### config.mk
export PLATFORM = sky130hd
export DESIGN_NAME = norm_shift_ctrl_flat
export DESIGN_NICKNAME = d
export VERILOG_FILES = /design/src/rtl/norm_shift_ctrl_pkg.sv /design/src/rtl/norm_shift_ctrl_if.sv /design/src/rtl/norm_shift_ctrl_lzd.sv /design/src/rtl/norm_shift_ctrl.sv /design/src/flat_wrapper.sv
export SDC_FILE = /design/constraint.sdc
export NUM_CORES = 1
export LEC_CHECK = 0
export BUFFER_PORTS_ARGS = -buffer_cell sky130_fd_sc_hd__clkbuf_2
export CAP_MARGIN = 10
export CORE_MARGIN = 2
export CORE_UTILIZATION = 30
export DETAILED_ROUTE_END_ITERATION = 10
export PLACE_DENSITY = 0.51
export SETUP_SLACK_MARGIN = 0.3
export SLEW_MARGIN = 15
export SYNTH_ARGS = -nofsm -noshare
export SYNTH_HDL_FRONTEND = slang
export SYNTH_SLANG_ARGS = --single-unit
### constraint.sdc
create_clock -name clk -period 3.4 [get_ports clk]
set_input_delay 0.68 -clock clk [delete_from_list [all_inputs] [get_ports clk]]
set_output_delay 0.68 -clock clk [all_outputs]
set_load 0.05 [all_outputs]
### src/rtl/norm_shift_ctrl_pkg.sv
// Shared definitions for the FPU add/subtract normalisation controller:
// default datapath widths, shift-direction encoding and the result-class enum.
package norm_shift_ctrl_pkg;

  localparam int SWR_DEF = 26;  // significand width incl. carry-out and hidden bit
  localparam int EW_DEF  = 5;   // shift-amount width
  localparam int EWE_DEF = 8;   // exponent width

  // Barrel-shifter direction encoding
  typedef enum logic {
    DIR_RIGHT = 1'b0,
    DIR_LEFT  = 1'b1
  } shift_dir_e;

  localparam shift_dir_e SHIFT_LEFT  = DIR_LEFT;
  localparam shift_dir_e SHIFT_RIGHT = DIR_RIGHT;

  // Classification of one S1 beat; selects which rule builds the S2 outputs
  typedef enum logic [1:0] {
    CASE_ZERO  = 2'd0,  // significand is all zeros
    CASE_CARRY = 2'd1,  // carry-out set, one-bit right shift
    CASE_NORM  = 2'd2,  // left shift, exponent stays above zero
    CASE_UNF   = 2'd3   // left shift clamped, denormal result
  } norm_case_e;

  // Largest shift amount representable on an ew-bit shift bus
  function automatic int max_shift(input int ew);
    return (2 ** ew) - 1;
  endfunction

endpackage

### src/rtl/norm_shift_ctrl_if.sv
// Handshake/data bundle between the significand adder, the normalisation
// controller and the barrel shifter. sticky_o exists only when NORM_STICKY_EN
// is defined.
interface norm_shift_ctrl_if
  import norm_shift_ctrl_pkg::*;
#(
  parameter int SWR = SWR_DEF,
  parameter int EW  = EW_DEF,
  parameter int EWE = EWE_DEF
);

  // Upstream side (from the adder)
  logic           valid_i;
  logic           ready_o;
  logic [SWR-1:0] Data_i;
  logic [EWE-1:0] Exp_i;

  // Downstream side (to the barrel shifter)
  logic           valid_o;
  logic           ready_i;
  logic [SWR-1:0] Data_o;
  logic           FSM_left_right_o;
  logic [EW-1:0]  Shift_Value_o;
  logic           bit_shift_o;
  logic [EWE-1:0] Exp_o;
  logic           zero_o;
  logic           ovf_o;
  logic           unf_o;
`ifdef NORM_STICKY_EN
  logic           sticky_o;
`endif

  // Controller view
  modport slave (
`ifdef NORM_STICKY_EN
    output sticky_o,
`endif
    input  valid_i, Data_i, Exp_i, ready_i,
    output ready_o, valid_o, Data_o, FSM_left_right_o, Shift_Value_o,
    output bit_shift_o, Exp_o, zero_o, ovf_o, unf_o
  );

  // Environment view (adder + shifter)
  modport master (
`ifdef NORM_STICKY_EN
    input  sticky_o,
`endif
    output valid_i, Data_i, Exp_i, ready_i,
    input  ready_o, valid_o, Data_o, FSM_left_right_o, Shift_Value_o,
    input  bit_shift_o, Exp_o, zero_o, ovf_o, unf_o
  );

endinterface

### src/rtl/norm_shift_ctrl_lzd.sv
// lzd_priority_enc: combinational leading-one detector. Returns the bit index
// of the most significant set bit of data_i and an all-zero flag. When data_i
// is zero, pos_o is 0 and zero_o is 1.
module lzd_priority_enc #(
  parameter int SWR = 26,
  parameter int EW  = 5
) (
  input  logic [SWR-1:0] data_i,
  output logic [EW-1:0]  pos_o,
  output logic           zero_o
);

  // Scan upward so the highest set bit is the last one to win
  always_comb begin
    pos_o  = {EW{1'b0}};
    zero_o = 1'b1;
    for (int i = 0; i < SWR; i++) begin
      pos_o  = data_i[i] ? EW'(i) : pos_o;
      zero_o = data_i[i] ? 1'b0   : zero_o;
    end
  end

endmodule

### src/rtl/norm_shift_ctrl.sv
// norm_shift_ctrl: two-stage normalisation controller for the FPU add/sub path.
//   S1 registers Data_i/Exp_i plus the leading-one position and zero flag.
//   S2 registers shift direction/amount, adjusted exponent and the flags.
// Latency is 2 cycles, throughput 1 beat/cycle, and stalls hold all outputs.
// Optional feature macro: NORM_STICKY_EN (adds sticky_o = bit lost on right shift).
module norm_shift_ctrl
  import norm_shift_ctrl_pkg::*;
#(
  parameter int SWR = SWR_DEF,
  parameter int EW  = EW_DEF,
  parameter int EWE = EWE_DEF
) (
  input  logic              clk,
  input  logic              rst,
  norm_shift_ctrl_if.slave  bus
);

  localparam int SV_MAX = max_shift(EW);

  // ---------------- handshake ----------------
  logic accept_en_q;
  logic s1_adv_s;
  logic s2_adv_s;

  // ---------------- stage 1 ----------------
  logic           s1_valid_q;
  logic [SWR-1:0] s1_data_q;
  logic [EWE-1:0] s1_exp_q;
  logic [EW-1:0]  s1_pos_q;
  logic           s1_zero_q;
  logic [EW-1:0]  lzd_pos_s;
  logic           lzd_zero_s;

  // ---------------- stage 2 ----------------
  logic           s2_valid_q;
  logic [SWR-1:0] data_q;
  logic           dir_q;
  logic [EW-1:0]  sv_q;
  logic [EWE-1:0] exp_q;
  logic           zero_q;
  logic           ovf_q;
  logic           unf_q;

  logic           dir_d;
  logic [EW-1:0]  sv_d;
  logic [EWE-1:0] exp_d;
  logic           zero_d;
  logic           ovf_d;
  logic           unf_d;
  norm_case_e     case_s;
  logic [EW:0]    lz_s;       // leading-zero count, one bit wide of EW
  logic [EWE:0]   exp_inc_s;  // Exp+1 carried one bit wider so it never wraps
  logic [EWE-1:0] exp_m1_s;

`ifdef NORM_STICKY_EN
  logic sticky_q;
  logic sticky_d;
`endif

  // S2 may take a new beat when empty or when downstream drains it
  assign s2_adv_s   = !s2_valid_q || bus.ready_i;
  // S1 may take a new beat when empty or when it can move into S2
  assign s1_adv_s   = !s1_valid_q || s2_adv_s;
  assign bus.ready_o = accept_en_q && s1_adv_s;

  lzd_priority_enc #(
    .SWR (SWR),
    .EW  (EW)
  ) u_lzd (
    .data_i (bus.Data_i),
    .pos_o  (lzd_pos_s),
    .zero_o (lzd_zero_s)
  );

  // Hold ready_o low until the first clock edge after reset release
  always_ff @(posedge clk or posedge rst) begin
    if (rst) begin
      accept_en_q <= 1'b0;
    end else begin
      accept_en_q <= 1'b1;
    end
  end

  // Stage 1: capture the incoming beat and its leading-one position
  always_ff @(posedge clk or posedge rst) begin
    if (rst) begin
      s1_valid_q <= 1'b0;
      s1_data_q  <= {SWR{1'b0}};
      s1_exp_q   <= {EWE{1'b0}};
      s1_pos_q   <= {EW{1'b0}};
      s1_zero_q  <= 1'b0;
    end else if (s1_adv_s) begin
      s1_valid_q <= bus.valid_i && accept_en_q;
      if (bus.valid_i) begin
        s1_data_q <= bus.Data_i;
        s1_exp_q  <= bus.Exp_i;
        s1_pos_q  <= lzd_pos_s;
        s1_zero_q <= lzd_zero_s;
      end
    end
  end

  assign lz_s      = (EW+1)'(SWR - 2) - (EW+1)'(s1_pos_q);
  assign exp_inc_s = (EWE+1)'(s1_exp_q) + (EWE+1)'(1);
  assign exp_m1_s  = s1_exp_q - EWE'(1);

  // Classify the S1 beat into exactly one result class (flags mutually exclusive)
  always_comb begin
    case_s = CASE_ZERO;
    if (s1_zero_q) begin
      case_s = CASE_ZERO;
    end else if (s1_data_q[SWR-1]) begin
      case_s = CASE_CARRY;
    end else if ((EWE+1)'(s1_exp_q) > (EWE+1)'(lz_s)) begin
      case_s = CASE_NORM;
    end else begin
      case_s = CASE_UNF;
    end
  end

  // Build shift control, adjusted exponent and flags for the classified beat
  always_comb begin
    dir_d  = SHIFT_LEFT;
    sv_d   = {EW{1'b0}};
    exp_d  = {EWE{1'b0}};
    zero_d = 1'b0;
    ovf_d  = 1'b0;
    unf_d  = 1'b0;
`ifdef NORM_STICKY_EN
    sticky_d = 1'b0;
`endif
    case (case_s)
      CASE_ZERO: begin
        zero_d = 1'b1;
      end
      CASE_CARRY: begin
        dir_d = SHIFT_RIGHT;
        sv_d  = EW'(1);
`ifdef NORM_STICKY_EN
        sticky_d = s1_data_q[0];
`endif
        if (exp_inc_s >= (EWE+1)'({EWE{1'b1}})) begin
          ovf_d = 1'b1;
          exp_d = {EWE{1'b1}};
        end else begin
          exp_d = exp_inc_s[EWE-1:0];
        end
      end
      CASE_NORM: begin
        exp_d = s1_exp_q - EWE'(lz_s);
        if (lz_s > (EW+1)'(SV_MAX)) begin
          sv_d = EW'(SV_MAX);
        end else begin
          sv_d = lz_s[EW-1:0];
        end
      end
      CASE_UNF: begin
        // Shift only as far as the exponent allows; result becomes denormal
        unf_d = 1'b1;
        if (s1_exp_q == {EWE{1'b0}}) begin
          sv_d = {EW{1'b0}};
        end else if ((EWE+1)'(exp_m1_s) > (EWE+1)'(SV_MAX)) begin
          sv_d = EW'(SV_MAX);
        end else begin
          sv_d = EW'(exp_m1_s);
        end
      end
      default: begin
        dir_d = SHIFT_LEFT;
      end
    endcase
  end

  // Stage 2: register outputs; hold everything while downstream stalls
  always_ff @(posedge clk or posedge rst) begin
    if (rst) begin
      s2_valid_q <= 1'b0;
      data_q     <= {SWR{1'b0}};
      dir_q      <= 1'b0;
      sv_q       <= {EW{1'b0}};
      exp_q      <= {EWE{1'b0}};
      zero_q     <= 1'b0;
      ovf_q      <= 1'b0;
      unf_q      <= 1'b0;
`ifdef NORM_STICKY_EN
      sticky_q   <= 1'b0;
`endif
    end else if (s2_adv_s) begin
      s2_valid_q <= s1_valid_q;
      if (s1_valid_q) begin
        data_q   <= s1_data_q;
        dir_q    <= dir_d;
        sv_q     <= sv_d;
        exp_q    <= exp_d;
        zero_q   <= zero_d;
        ovf_q    <= ovf_d;
        unf_q    <= unf_d;
`ifdef NORM_STICKY_EN
        sticky_q <= sticky_d;
`endif
      end
    end
  end

  assign bus.valid_o          = s2_valid_q;
  assign bus.Data_o           = data_q;
  assign bus.FSM_left_right_o = dir_q;
  assign bus.Shift_Value_o    = sv_q;
  assign bus.bit_shift_o      = 1'b0;
  assign bus.Exp_o            = exp_q;
  assign bus.zero_o           = zero_q;
  assign bus.ovf_o            = ovf_q;
  assign bus.unf_o            = unf_q;
`ifdef NORM_STICKY_EN
  assign bus.sticky_o         = sticky_q;
`endif

endmodule
### src/flat_wrapper.sv
// flat-port wrapper written by rule: the top's interface ports become plain ports
module norm_shift_ctrl_flat import norm_shift_ctrl_pkg::*;
#(
  parameter int SWR = SWR_DEF,
  parameter int EW  = EW_DEF,
  parameter int EWE = EWE_DEF
)
  (clk, rst, bus_valid_i, bus_Data_i, bus_Exp_i, bus_ready_i, bus_ready_o, bus_valid_o, bus_Data_o, bus_FSM_left_right_o, bus_Shift_Value_o, bus_bit_shift_o, bus_Exp_o, bus_zero_o, bus_ovf_o, bus_unf_o);
  norm_shift_ctrl_if #(.SWR(SWR), .EW(EW), .EWE(EWE)) bus_i ();
  input  logic clk;
  input  logic rst;
  input wire logic [$bits(bus_i.valid_i)-1:0] bus_valid_i;
  input wire logic [$bits(bus_i.Data_i)-1:0] bus_Data_i;
  input wire logic [$bits(bus_i.Exp_i)-1:0] bus_Exp_i;
  input wire logic [$bits(bus_i.ready_i)-1:0] bus_ready_i;
  output wire logic [$bits(bus_i.ready_o)-1:0] bus_ready_o;
  output wire logic [$bits(bus_i.valid_o)-1:0] bus_valid_o;
  output wire logic [$bits(bus_i.Data_o)-1:0] bus_Data_o;
  output wire logic [$bits(bus_i.FSM_left_right_o)-1:0] bus_FSM_left_right_o;
  output wire logic [$bits(bus_i.Shift_Value_o)-1:0] bus_Shift_Value_o;
  output wire logic [$bits(bus_i.bit_shift_o)-1:0] bus_bit_shift_o;
  output wire logic [$bits(bus_i.Exp_o)-1:0] bus_Exp_o;
  output wire logic [$bits(bus_i.zero_o)-1:0] bus_zero_o;
  output wire logic [$bits(bus_i.ovf_o)-1:0] bus_ovf_o;
  output wire logic [$bits(bus_i.unf_o)-1:0] bus_unf_o;
  assign bus_i.valid_i = bus_valid_i;
  assign bus_i.Data_i = bus_Data_i;
  assign bus_i.Exp_i = bus_Exp_i;
  assign bus_i.ready_i = bus_ready_i;
  assign bus_ready_o = bus_i.ready_o;
  assign bus_valid_o = bus_i.valid_o;
  assign bus_Data_o = bus_i.Data_o;
  assign bus_FSM_left_right_o = bus_i.FSM_left_right_o;
  assign bus_Shift_Value_o = bus_i.Shift_Value_o;
  assign bus_bit_shift_o = bus_i.bit_shift_o;
  assign bus_Exp_o = bus_i.Exp_o;
  assign bus_zero_o = bus_i.zero_o;
  assign bus_ovf_o = bus_i.ovf_o;
  assign bus_unf_o = bus_i.unf_o;
  norm_shift_ctrl #(.SWR(SWR), .EW(EW), .EWE(EWE)) u_core (.clk(clk), .rst(rst), .bus(bus_i));
endmodule
==> results of run 1 <==
[registers in the layout, indices dropped and copies added, names as in the netlist]
register,count
u_core.bus.Data_o,26
u_core.s1_data_q,26
u_core.bus.Exp_o,8
u_core.s1_exp_q,8
u_core.bus.Shift_Value_o,5
u_core.s1_pos_q,5
u_core.accept_en_q,1
u_core.bus.FSM_left_right_o,1
u_core.bus.ovf_o,1
u_core.bus.unf_o,1
u_core.bus.valid_o,1
u_core.bus.zero_o,1
u_core.s1_valid_q,1
u_core.s1_zero_q,1
[worst paths after layout]
kind / to / slack [ps] / cells after the start
max: u_core.bus.Exp_o[5] / 560 / 11
min: u_core.s1_exp_q[1] / 350 / 2
max reg2reg: u_core.bus.Exp_o[5] / 560 / 11
min reg2reg: u_core.bus.Data_o[19] / 460 / 2
max in group asynchronous: u_core.s1_data_q[19] / 2340 / 3
min in group clk: u_core.bus.Data_o[19] / 460 / 2
[metal layers]
layer | up-vias | GRT usage (%) | part of all wire [%]
met5 | - | 0 | 0
met4 | 0 | 7.05 | 2.7
met3 | 22 | 3.31 | 4.6
met2 | 93 | 24.8 | 46
met1 | 1770 | 20.2 | 47
li1 | 1788 | - | -
[per-stage QoR]
stage               util [%]  hold WS, ps  cell area [um2]
floorplan                  -          433             4470
global placement        34.8          452             5060
detailed placement      34.8          452             5060
CTS                     36.9          369             5360
global route            36.9          399             5360
finish                  36.9          348             5360
[report_power, final]
group          internal (mW)  leakage (nW)  total (mW)  switching (mW)
combinational          0.371          1.31        1.32           0.950
sequential              1.22          1.04        1.37           0.153
clock                  0.587         0.145        1.01           0.422
total                   2.18          2.50        3.70            1.53
[timing repair]
item | CTS | global route
setup endpoints to repair | 0 | 9
setup buffers | 0 | 0
gates resized for setup | 0 | 2
endpoints found under the hold margin | 0 | 0
[area by class of cell]
type | count | area (um2) | area share (%)
Clock inverter | 5 | 60.1 | 1.12
Tap cell | 184 | 230 | 4.30
Timing Repair Buffer | 89 | 475 | 8.87
Multi-Input combinational cell | 344 | 2140 | 40.0
Sequential cell | 86 | 2150 | 40.2
Clock buffer | 10 | 239 | 4.46
Inverter | 15 | 57.6 | 1.07
[critical path: stages (launching register included)]
cell     delay (ps)
dfrtp_1         410
inv_1            90
ha_1            180
inv_1            40
o21ai_0         180
xnor2_1         180
ha_1            340
and4_1          240
a32oi_1         400
and3_2          370
o21ai_0         140
a31oi_1         170
[cell usage in the layout, fill, tap and decap left out, drive strengths merged, types with 5 or more instances in the layout]
cell and count:
nand2b 7, nor2 28, o311ai 7, nand2 113, nor4 6, nand3 12
dfrtp 86, ha 11, clkbuf 92, a21oi 8, nor3 13, mux2 31
nand4 5, buf 7, xor2 7, inv 14, o21ai 22
[cell families after synthesis]
| logic type | Yosys count |
|---|---|
| compound gates | 78 |
| xor+xnor | 11 |
| fa+ha+maj | 12 |
| buf+inv | 40 |
| flops | 86 |
| mux | 34 |
| other cells | 2 |
| simple gates | 207 |
==> impl_metrics.csv, run 1 <==
group,metric,value,unit
run_status,status,"finished, final reports clean",
synthesis,synth.largest_area_cell,"dfrtp_1",
die,pin_count,84,
sta,setup_viol,0,
global_route,antenna_found_initial,0,
synthesis,synth_nets,520,
global_route,first_global_vias,3720,
power,p_total,3.70,mW
synthesis,synth_commonest_cells,"nand2_1, dfrtp_1, mux2_2, nor2_1, o21ai_0",
synthesis,syn_area_per_cell,9.51,um2
clocking,clock_sinks,86,
global_route,grt_pass1_wl,19400,um
clocking,clk_pin_slew,70,ps
synthesis,ys_ff_latch,86,
cells_and_area,area_growth,19.9,%
hold_path,min_path_type,"input pin to async pin",
synthesis,synth.distinct_cells,60,
synthesis,synth-adder-area-share,3.53,%
clocking,cts_tree,"yes",
synthesis,synth_edf_count,0,
setup_path,arrival,3110,ps
place,dpl.cell_count,718,
sta,finalCritPeriodShare,83.6,%
place,place_congestion,0.912,
sta,drv_slew,0,
sta,fin_crit,2840,ps
cells_and_area,final_cell_count_no_fill,733,
clocking,clock_path_buffers,2,
route,wirelength,11900,um
sta,slew_headroom,46.6,%
clocking,cts_root_buffer,"clkbuf_16",
synthesis,netlist_area,0.00447,mm2
flow_run,drv_cap,0,
clocking,postCtsHoldBufs,0,
sta,fmaxAchievable,352,MHz
power,p_per_area,691,mW/mm2
setup_path,criticalPathCategory,"flop to flop",
synthesis,synth_top_family_by_area,"simple AND/OR/NAND/NOR gates",
cells_and_area,antenna-diode-count,0,
setup_path,r2r_start,"u_core.s1_pos_q[0]",
route,wl_per_cell,16.2,um
setup_path,required,3660,ps
route,postRouteAntennaNets,0,
sta,rsz0062_at_grt,"no",
place,portBuffers,82,
synthesis,synth_xor_area_share,2.16,%
synthesis,synth_top_flop_cell,"dfrtp_1",
setup_path,cp_max_fo,8,
synthesis,yosys.area_share.simple,21.3,%
global_route,grt_max_degree,58,
sta,worstMarginPinSlew,801,ps
setup_path,cp-end-kind,"flop",
sta,fin_worst_skew,10.6,ps
route,drt_iter0_drc,197,
route,drc_errors,0,
clocking,h-tree-depth,3,
clocking,numCtsBuffers,9,
die,core_area,0.0145,mm2
sta,fin_ws,556,ps
global_route,grt_use_total,15.5,%
sta,fin_setup_tns,0,ps
cells_and_area,final_layout_size_suffix_gt1_share,25.9,%
clocking,clk_latency,350,ps
synthesis,synth_compound_area_share,12.3,%
die,die_x,126,um
route,dr.pass1.iters,4,
synthesis,syn-instance-count,470,
cells_and_area,nets,595,
setup_path,critPathLaunch,"u_core.s1_pos_q[0]",
die,die_area,0.0159,mm2
synthesis,synth_top_area_share,48.2,%
place,dp_hpwl,8950,um
die,num_rows,44,
place,place_ws,474,ps
global_route,overflow,0,
power,ir_drop,0.000268,V
route,vias,3673,
synthesis,ys_warn_count,0,
die,start_util,30.8,%
synthesis,yosysSeqAreaShare,48.2,%
cells_and_area,num-fill-cells,1565,
synthesis,async_flop_share,100,%
power,p_leak,2.50,nW
sta,final_hold_viol_count,0,
die,die_h,126,um
setup_path,cp-start-kind,"flop",
synthesis,synth_most_common_cell,"nand2_1",
route,vias_per_cell,5.01,
synthesis,netlist_top_cells_area,"dfrtp_1, nand2_1, mux2_2",
synthesis,synthMuxAreaShare,8.48,%
(Power assumes the default switching activity.)
==> run 2, diff against run 1 <==
--- a/config.mk
+++ b/config.mk
@@ -5,12 +5,13 @@
 export SDC_FILE = /design/constraint.sdc
 export NUM_CORES = 1
 export LEC_CHECK = 0
+export ABC_AREA = 1
 export BUFFER_PORTS_ARGS = -buffer_cell sky130_fd_sc_hd__clkbuf_2
 export CAP_MARGIN = 10
 export CORE_MARGIN = 2
 export CORE_UTILIZATION = 30
 export DETAILED_ROUTE_END_ITERATION = 10
-export PLACE_DENSITY = 0.51
+export PLACE_DENSITY = 0.53
 export SETUP_SLACK_MARGIN = 0.3
 export SLEW_MARGIN = 15
 export SYNTH_ARGS = -nofsm -noshare
==> constraint.sdc (replaced) <==
create_clock -name clk -period 2.4 [get_ports clk]
set_input_delay 0.48 -clock clk [delete_from_list [all_inputs] [get_ports clk]]
set_output_delay 0.48 -clock clk [all_outputs]
set_load 0.05 [all_outputs]
==> run 2 against run 1 <==
Net effect:
- the flow now finishes with violations (setup timing)
- synthesized area decreased by 4.3%
- wire length decreased by 4.3%
- via count increased by 4.2%
- critical path depth increased by 3
- sequential share of layout area decreased by 1.5 points
- design area increased by 3.9%
- global-route usage increased by 0.62 points
- combinational power increased by 48%
- sequential power increased by 36%
- utilization increased by 3.2 points
- first-iteration DRC count decreased by 9.6%
- critical path type unchanged
- highest routed layer unchanged
==> impl_metrics.csv, run 2 <==
group,metric,value,unit
sta,fmaxAchievable,397,MHz
sta,finalCritPeriodShare,105,%
die,die_h,123,um
synthesis,syn-instance-count,530,
setup_path,criticalPathCategory,"flop to flop",
die,die_x,123,um
sta,hold_slack,210,ps
global_route,overflow,0,
synthesis,netlist_top_cells_area,"dfrtp_1, nand2_1, inv_1",
sta,fin_crit,2520,ps
cells_and_area,final_layout_size_suffix_gt1_share,26.9,%
route,wirelength,11300,um
setup_path,cp-start-kind,"flop",
route,wl_per_cell,13.7,um
clocking,h-tree-depth,3,
synthesis,synth_most_common_cell,"nand2_1",
synthesis,yosysSeqAreaShare,50.3,%
cells_and_area,num-fill-cells,1481,
setup_path,required,2670,ps
clocking,cts_tree,"yes",
setup_path,cp_max_fo,5,
power,p_per_area,959,mW/mm2
global_route,grt_pass1_wl,19100,um
synthesis,synth_top_flop_cell,"dfrtp_1",
place,dp_hpwl,8520,um
die,die_area,0.0152,mm2
route,drt_iter0_drc,178,
clocking,clock_sinks,86,
synthesis,ys_warn_count,0,
cells_and_area,area_growth,30.1,%
synthesis,syn_area_per_cell,8.07,um2
clocking,numCtsBuffers,9,
die,pin_count,84,
synthesis,async_flop_share,100,%
synthesis,netlist_area,0.00428,mm2
sta,fin_setup_tns,-820,ps
synthesis,synth_edf_count,0,
clocking,clk_latency,350,ps
die,core_area,0.0139,mm2
sta,slew_headroom,56.8,%
sta,worstMarginPinSlew,647,ps
synthesis,synth_top_area_share,50.3,%
run_status,violations,"setup timing",
sta,fin_ws,-121,ps
global_route,grt_use_total,16.1,%
flow_run,drv_cap,0,
synthesis,synth_commonest_cells,"nand2_1, dfrtp_1, inv_1, o21ai_0, nand3_1",
global_route,grt_max_degree,39,
route,postRouteAntennaNets,0,
place,place_congestion,0.971,
route,drc_errors,0,
setup_path,cp-end-kind,"flop",
run_status,status,"finished, violations left",
setup_path,arrival,2790,ps
clocking,clock_path_buffers,2,
power,ir_drop,0.000394,V
sta,drv_slew,0,
global_route,first_global_vias,3877,
synthesis,synth.distinct_cells,41,
route,vias,3827,
cells_and_area,final_common_cell,"nand2_1",
hold_path,min_path_type,"input pin to async pin",
global_route,antenna_found_initial,0,
sta,final_hold_viol_count,0,
cells_and_area,antenna-diode-count,0,
cells_and_area,regArea,0.00215,mm2
die,start_util,30.8,%
cells_and_area,multi_input_area,0.00192,mm2
sta,setup_viol,11,
synthesis,synth.largest_area_cell,"dfrtp_1",
route,vias_per_cell,4.61,
cells_and_area,mostFrequentLayoutCells,"nand2_1, dfrtp_1, clkbuf_2, inv_1, o21ai_0",
die,num_rows,43,
power,p_total,5.34,mW
sta,rsz0062_at_grt,"yes",
sta,fin_worst_skew,7.06,ps
synthesis,synth_nets,580,
power,p_leak,2.93,nW
cells_and_area,nets,695,
synthesis,ys_ff_latch,86,
clocking,clk_pin_slew,60,ps
place,portBuffers,82,
route,dr.pass1.iters,4,
clocking,cts_root_buffer,"clkbuf_16",
-- run 2: cell count changes after synthesis, sizes merged, moves of 8 or more --
cell,before,now
a21oi,8,17
nor2,28,19
mux2,31,0
o21ai,22,52
nand2,113,186
nand3,12,23
inv,15,61
buf,14,4
nor3,13,5
-- run 2: area by class of cell --
class                   instances  area share (%)
repair buffers                120            12.7
well taps                     180            4.04
flip-flops and latches         86            38.7
multi-input cells             365            34.4
clock inverters                 7            1.75
inverters                      63            4.31
clock buffers                   9            4.04
-- run 2: final timing paths --
kind,from,to,slack (ps),cells after the start
worst max-delay path,u_core.s1_pos_q[0],u_core.bus.Exp_o[0],-120,14
worst min-delay path,rst,u_core.bus.Data_o[7],210,2
worst max register to register,u_core.s1_pos_q[0],u_core.bus.Exp_o[0],-120,14
worst min register to register,u_core.s1_data_q[21],u_core.bus.Data_o[21],470,2
max in group asynchronous,rst,u_core.s1_exp_q[1],1460,3
min in group clk,bus_Exp_i[4],u_core.s1_exp_q[4],340,3
-- run 2: cells by family (layout without fill, tap and decap cells) --
logic type,count (synthesis),after routing,synth area share [%]
AOI/OAI and AO/OA,86,86,11.3
xor gates and xnor gates,13,13,2.66
other,2,2,0.176
DFF,86,86,50.3
buffers and inverters,80,199,7.13
adders and majority gates,12,12,3.68
and+or+nand+nor,251,252,24.7
-- run 2: per-layer routing --
layer / vias to the layer above / GRT usage, % / part of all wire (%)
li1: 1924 / - / -
met1: 1800 / 21.3 / 46
met2: 86 / 26.2 / 48
met3: 17 / 3.18 / 4.7
met4: 0 / 5.97 / 2.1
met5: - / 0 / 0
-- run 2: critical path, cell delays in order (launching register included) --
cell	delay [ps]
dfrtp_1	430
inv_2	70
ha_4	170
a21oi_2	120
xor2_1	250
ha_1	330
nand2_1	90
nor2_1	50
nand3_1	90
a21oi_2	70
buf_4	140
nor2_4	160
inv_2	70
or2_1	240
a31oi_1	160
-- run 2: power by group --
part           total (mW)  switching [mW]  internal [mW]
sequential           1.87           0.166           1.71
clock                1.52           0.603          0.915
combinational        1.95            1.36          0.590
total                5.34            2.13           3.21
-- run 2: per-stage QoR --
stage / utilization (%) / instance area [um2] / worst slack [ps] / cells
detailed placement: 36.4 / 5050 / -163 / 797
finish: 40.1 / 5570 / -121 / 830
floorplan: - / 4300 / 5.78 / 530
global placement: 36.4 / 5050 / -95.8 / 797
CTS: 39.6 / 5490 / -84.8 / 826
global route: 40.1 / 5570 / -243 / 830
-- run 2: timing repair --
action	in CTS	in global routing
resized for setup	6	12
hold buffers	0	0
gates cloned	1	0
buffers inserted	12	4
endpoints found under the setup margin	14	15
pin swaps	10	20
==> run 3, diff against run 2 <==
--- a/config.mk
+++ b/config.mk
@@ -7,11 +7,13 @@
 export LEC_CHECK = 0
 export ABC_AREA = 1
 export BUFFER_PORTS_ARGS = -buffer_cell sky130_fd_sc_hd__clkbuf_2
-export CAP_MARGIN = 10
+export CAP_MARGIN = 0
+export CELL_PAD_IN_SITES_DETAIL_PLACEMENT = 1
+export CELL_PAD_IN_SITES_GLOBAL_PLACEMENT = 1
 export CORE_MARGIN = 2
 export CORE_UTILIZATION = 30
 export DETAILED_ROUTE_END_ITERATION = 10
-export PLACE_DENSITY = 0.53
+export PLACE_DENSITY_LB_ADDON = 0.1
 export SETUP_SLACK_MARGIN = 0.3
 export SLEW_MARGIN = 15
 export SYNTH_ARGS = -nofsm -noshare
==> run 3 against run 2 <==
Net effect:
- the run still ends with setup timing left
- cell count unchanged
- wire length increased by 12%
- fmax decreased by 2.6%
- clock power about the same
- hold slack got worse by 2.2 ps
- power increased by 1.6%
- via count increased by 2.2%
- non-clock buffer count unchanged
- critical endpoint is now u_core.bus.Shift_Value_o[0]
==> impl_metrics.csv, run 3 (same netlist as run 2, synthesis figures left out) <==
group,metric,value,unit
global_route,grt_pass1_wl,20800,um
place,place_congestion,0.862,
run_status,status,"finished, violations left",
setup_path,criticalPathCategory,"flop to flop",
die,core_area,0.0139,mm2
cells_and_area,multi_input_area,0.00195,mm2
sta,final_hold_viol_count,0,
global_route,antenna_found_initial,0,
cells_and_area,num-fill-cells,1686,
setup_path,crit_path_top_delay_cell,"dfrtp_1",
setup_path,cpMostUsedCell,"a21oi_4",
route,drt_iter0_drc,154,
power,p_total,5.42,mW
sta,fin_crit,2590,ps
flow_run,drv_cap,0,
sta,setup_viol,14,
cells_and_area,regArea,0.00215,mm2
setup_path,cp_cell_sequence,"nor3_2 > xor2_1 > ha_1 > a21o_1 > a21oi_4 > inv_2 > a21oi_2 > o21ai_2 > a21oi_4 > and2_4 > nand2_1 > a32o_1",
place,portBuffers,82,
setup_path,cp_max_fo,6,
power,p_leak,2.95,nW
cells_and_area,mostFrequentLayoutCells,"nand2_1, dfrtp_1, clkbuf_2, inv_1, o21ai_0",
sta,fin_worst_skew,8.73,ps
clocking,h-tree-depth,3,
cells_and_area,final_common_cell,"nand2_1",
setup_path,cp-end-kind,"flop",
clocking,clk_pin_slew,60,ps
power,p_per_area,964,mW/mm2
sta,fin_ws,-189,ps
die,pin_count,84,
cells_and_area,area_growth,31.4,%
sta,finalCritPeriodShare,108,%
setup_path,r2r_start,"u_core.s1_pos_q[2]",
die,die_area,0.0152,mm2
setup_path,required,2640,ps
sta,rsz0062_at_grt,"yes",
route,wirelength,12700,um
cells_and_area,nets,695,
global_route,grt_max_degree,38,
clocking,numCtsBuffers,9,
die,die_h,123,um
clocking,cts_root_buffer,"clkbuf_16",
hold_path,min_path_type,"input pin to async pin",
route,drc_errors,0,
global_route,overflow,0,
sta,slew_headroom,51.7,%
setup_path,r2r_cells,12,
setup_path,cp-start-kind,"flop",
sta,fin_setup_tns,-1550,ps
route,wl_per_cell,15.3,um
route,vias_per_cell,4.71,
route,dr.pass1.iters,4,
cells_and_area,antenna-diode-count,0,
sta,worstMarginPinSlew,724,ps
setup_path,slowest_delay,400,ps
sta,drv_slew,0,
clocking,cts_tree,"yes",
die,start_util,30.8,%
power,ir_drop,0.000389,V
clocking,clock_sinks,86,
route,postRouteAntennaNets,0,
setup_path,reg2reg_slack,-190,ps
cells_and_area,final_layout_size_suffix_gt1_share,27.1,%
die,num_rows,43,
clocking,clock_path_buffers,2,
global_route,grt_use_total,18.1,%
setup_path,arrival,2830,ps
run_status,violations,"setup timing",
setup_path,timing.rr.end,"u_core.bus.Shift_Value_o[0]",
clocking,postCtsHoldBufs,0,
global_route,first_global_vias,4085,
sta,fmaxAchievable,386,MHz
die,die_x,123,um
route,vias,3913,
clocking,clk_latency,360,ps
place,dp_hpwl,9320,um
## run 3: changes by cell type in the layout (fill, tap and decap cells not counted), sizes merged
cell	before	now
clkinv	3	1
bufinv	2	1
clkinvlp	3	2
inv	62	61
clkbuf	91	96
## run 3: metrics by stage
| step | hold WS [ps] | cells | utilization (%) | area (um2) | setup WS, ps |
|---|---|---|---|---|---|
| 2_1_floorplan | 442 | 530 | - | 4300 | 5.78 |
| 3_3_place_gp | 455 | 796 | 36.4 | 5050 | -109 |
| 3_5_place_dp | 461 | 796 | 36.4 | 5050 | -194 |
| 4_1_cts | 223 | 820 | 39.6 | 5500 | -128 |
| 5_1_grt | 262 | 830 | 40.5 | 5620 | -325 |
| 6_report | 208 | 830 | 40.5 | 5620 | -189 |
## run 3: final cells by class
cell class,instances,share of cell area (%)
Clock buffer,14,5.05
Inverter,63,4.27
Timing Repair Buffer,120,13.0
Clock inverter,2,0.668
Multi-Input combinational cell,365,34.8
Tap cell,180,4.01
Sequential cell,86,38.3
## run 3: report_power, final
part	total (mW)	internal (mW)	switching [mW]	leakage [nW]
clock network	1.51	0.921	0.585	0.155
registers	1.87	1.71	0.163	1.05
logic	2.05	0.636	1.41	1.74
total	5.42	3.26	2.16	2.95
## run 3: per-layer routing
layer	wire [um]	part of all wire, %	GRT usage, %
met5	0	0	0
met4	239	1.9	6.82
met3	425	3.4	4.15
met2	6120	48	29.7
met1	5890	46	23.2
## run 3: how the worst max path moves through the flow
stage	start	endpoint	depth (start not counted)
2_1_floorplan	u_core.s1_pos_q[0]	u_core.bus.Shift_Value_o[0]	12
3_3_place_gp	u_core.s1_pos_q[0]	u_core.bus.Shift_Value_o[0]	12
3_5_place_dp	u_core.s1_pos_q[0]	u_core.bus.Shift_Value_o[0]	12
4_1_cts	u_core.s1_pos_q[1]	u_core.bus.Shift_Value_o[0]	12
5_1_grt	u_core.s1_pos_q[2]	u_core.bus.Shift_Value_o[3]	14
6_report	u_core.s1_pos_q[2]	u_core.bus.Shift_Value_o[0]	12
## run 3: what timing repair did
item                       4_1_cts  5_1_grt
setup endpoints to repair       14       15
pin swaps                        8       19
setup buffers                    7       10
resized for setup               12       13
cloned                           1        0
## run 3: critical path, delay by kind of cell, from the launching register on
kind	cells	cell delay [ps]
compound gates	6	1000
xor+xnor	1	220
fa+ha+maj	1	310
buf+inv	1	60
flops	1	400
simple gates	3	490
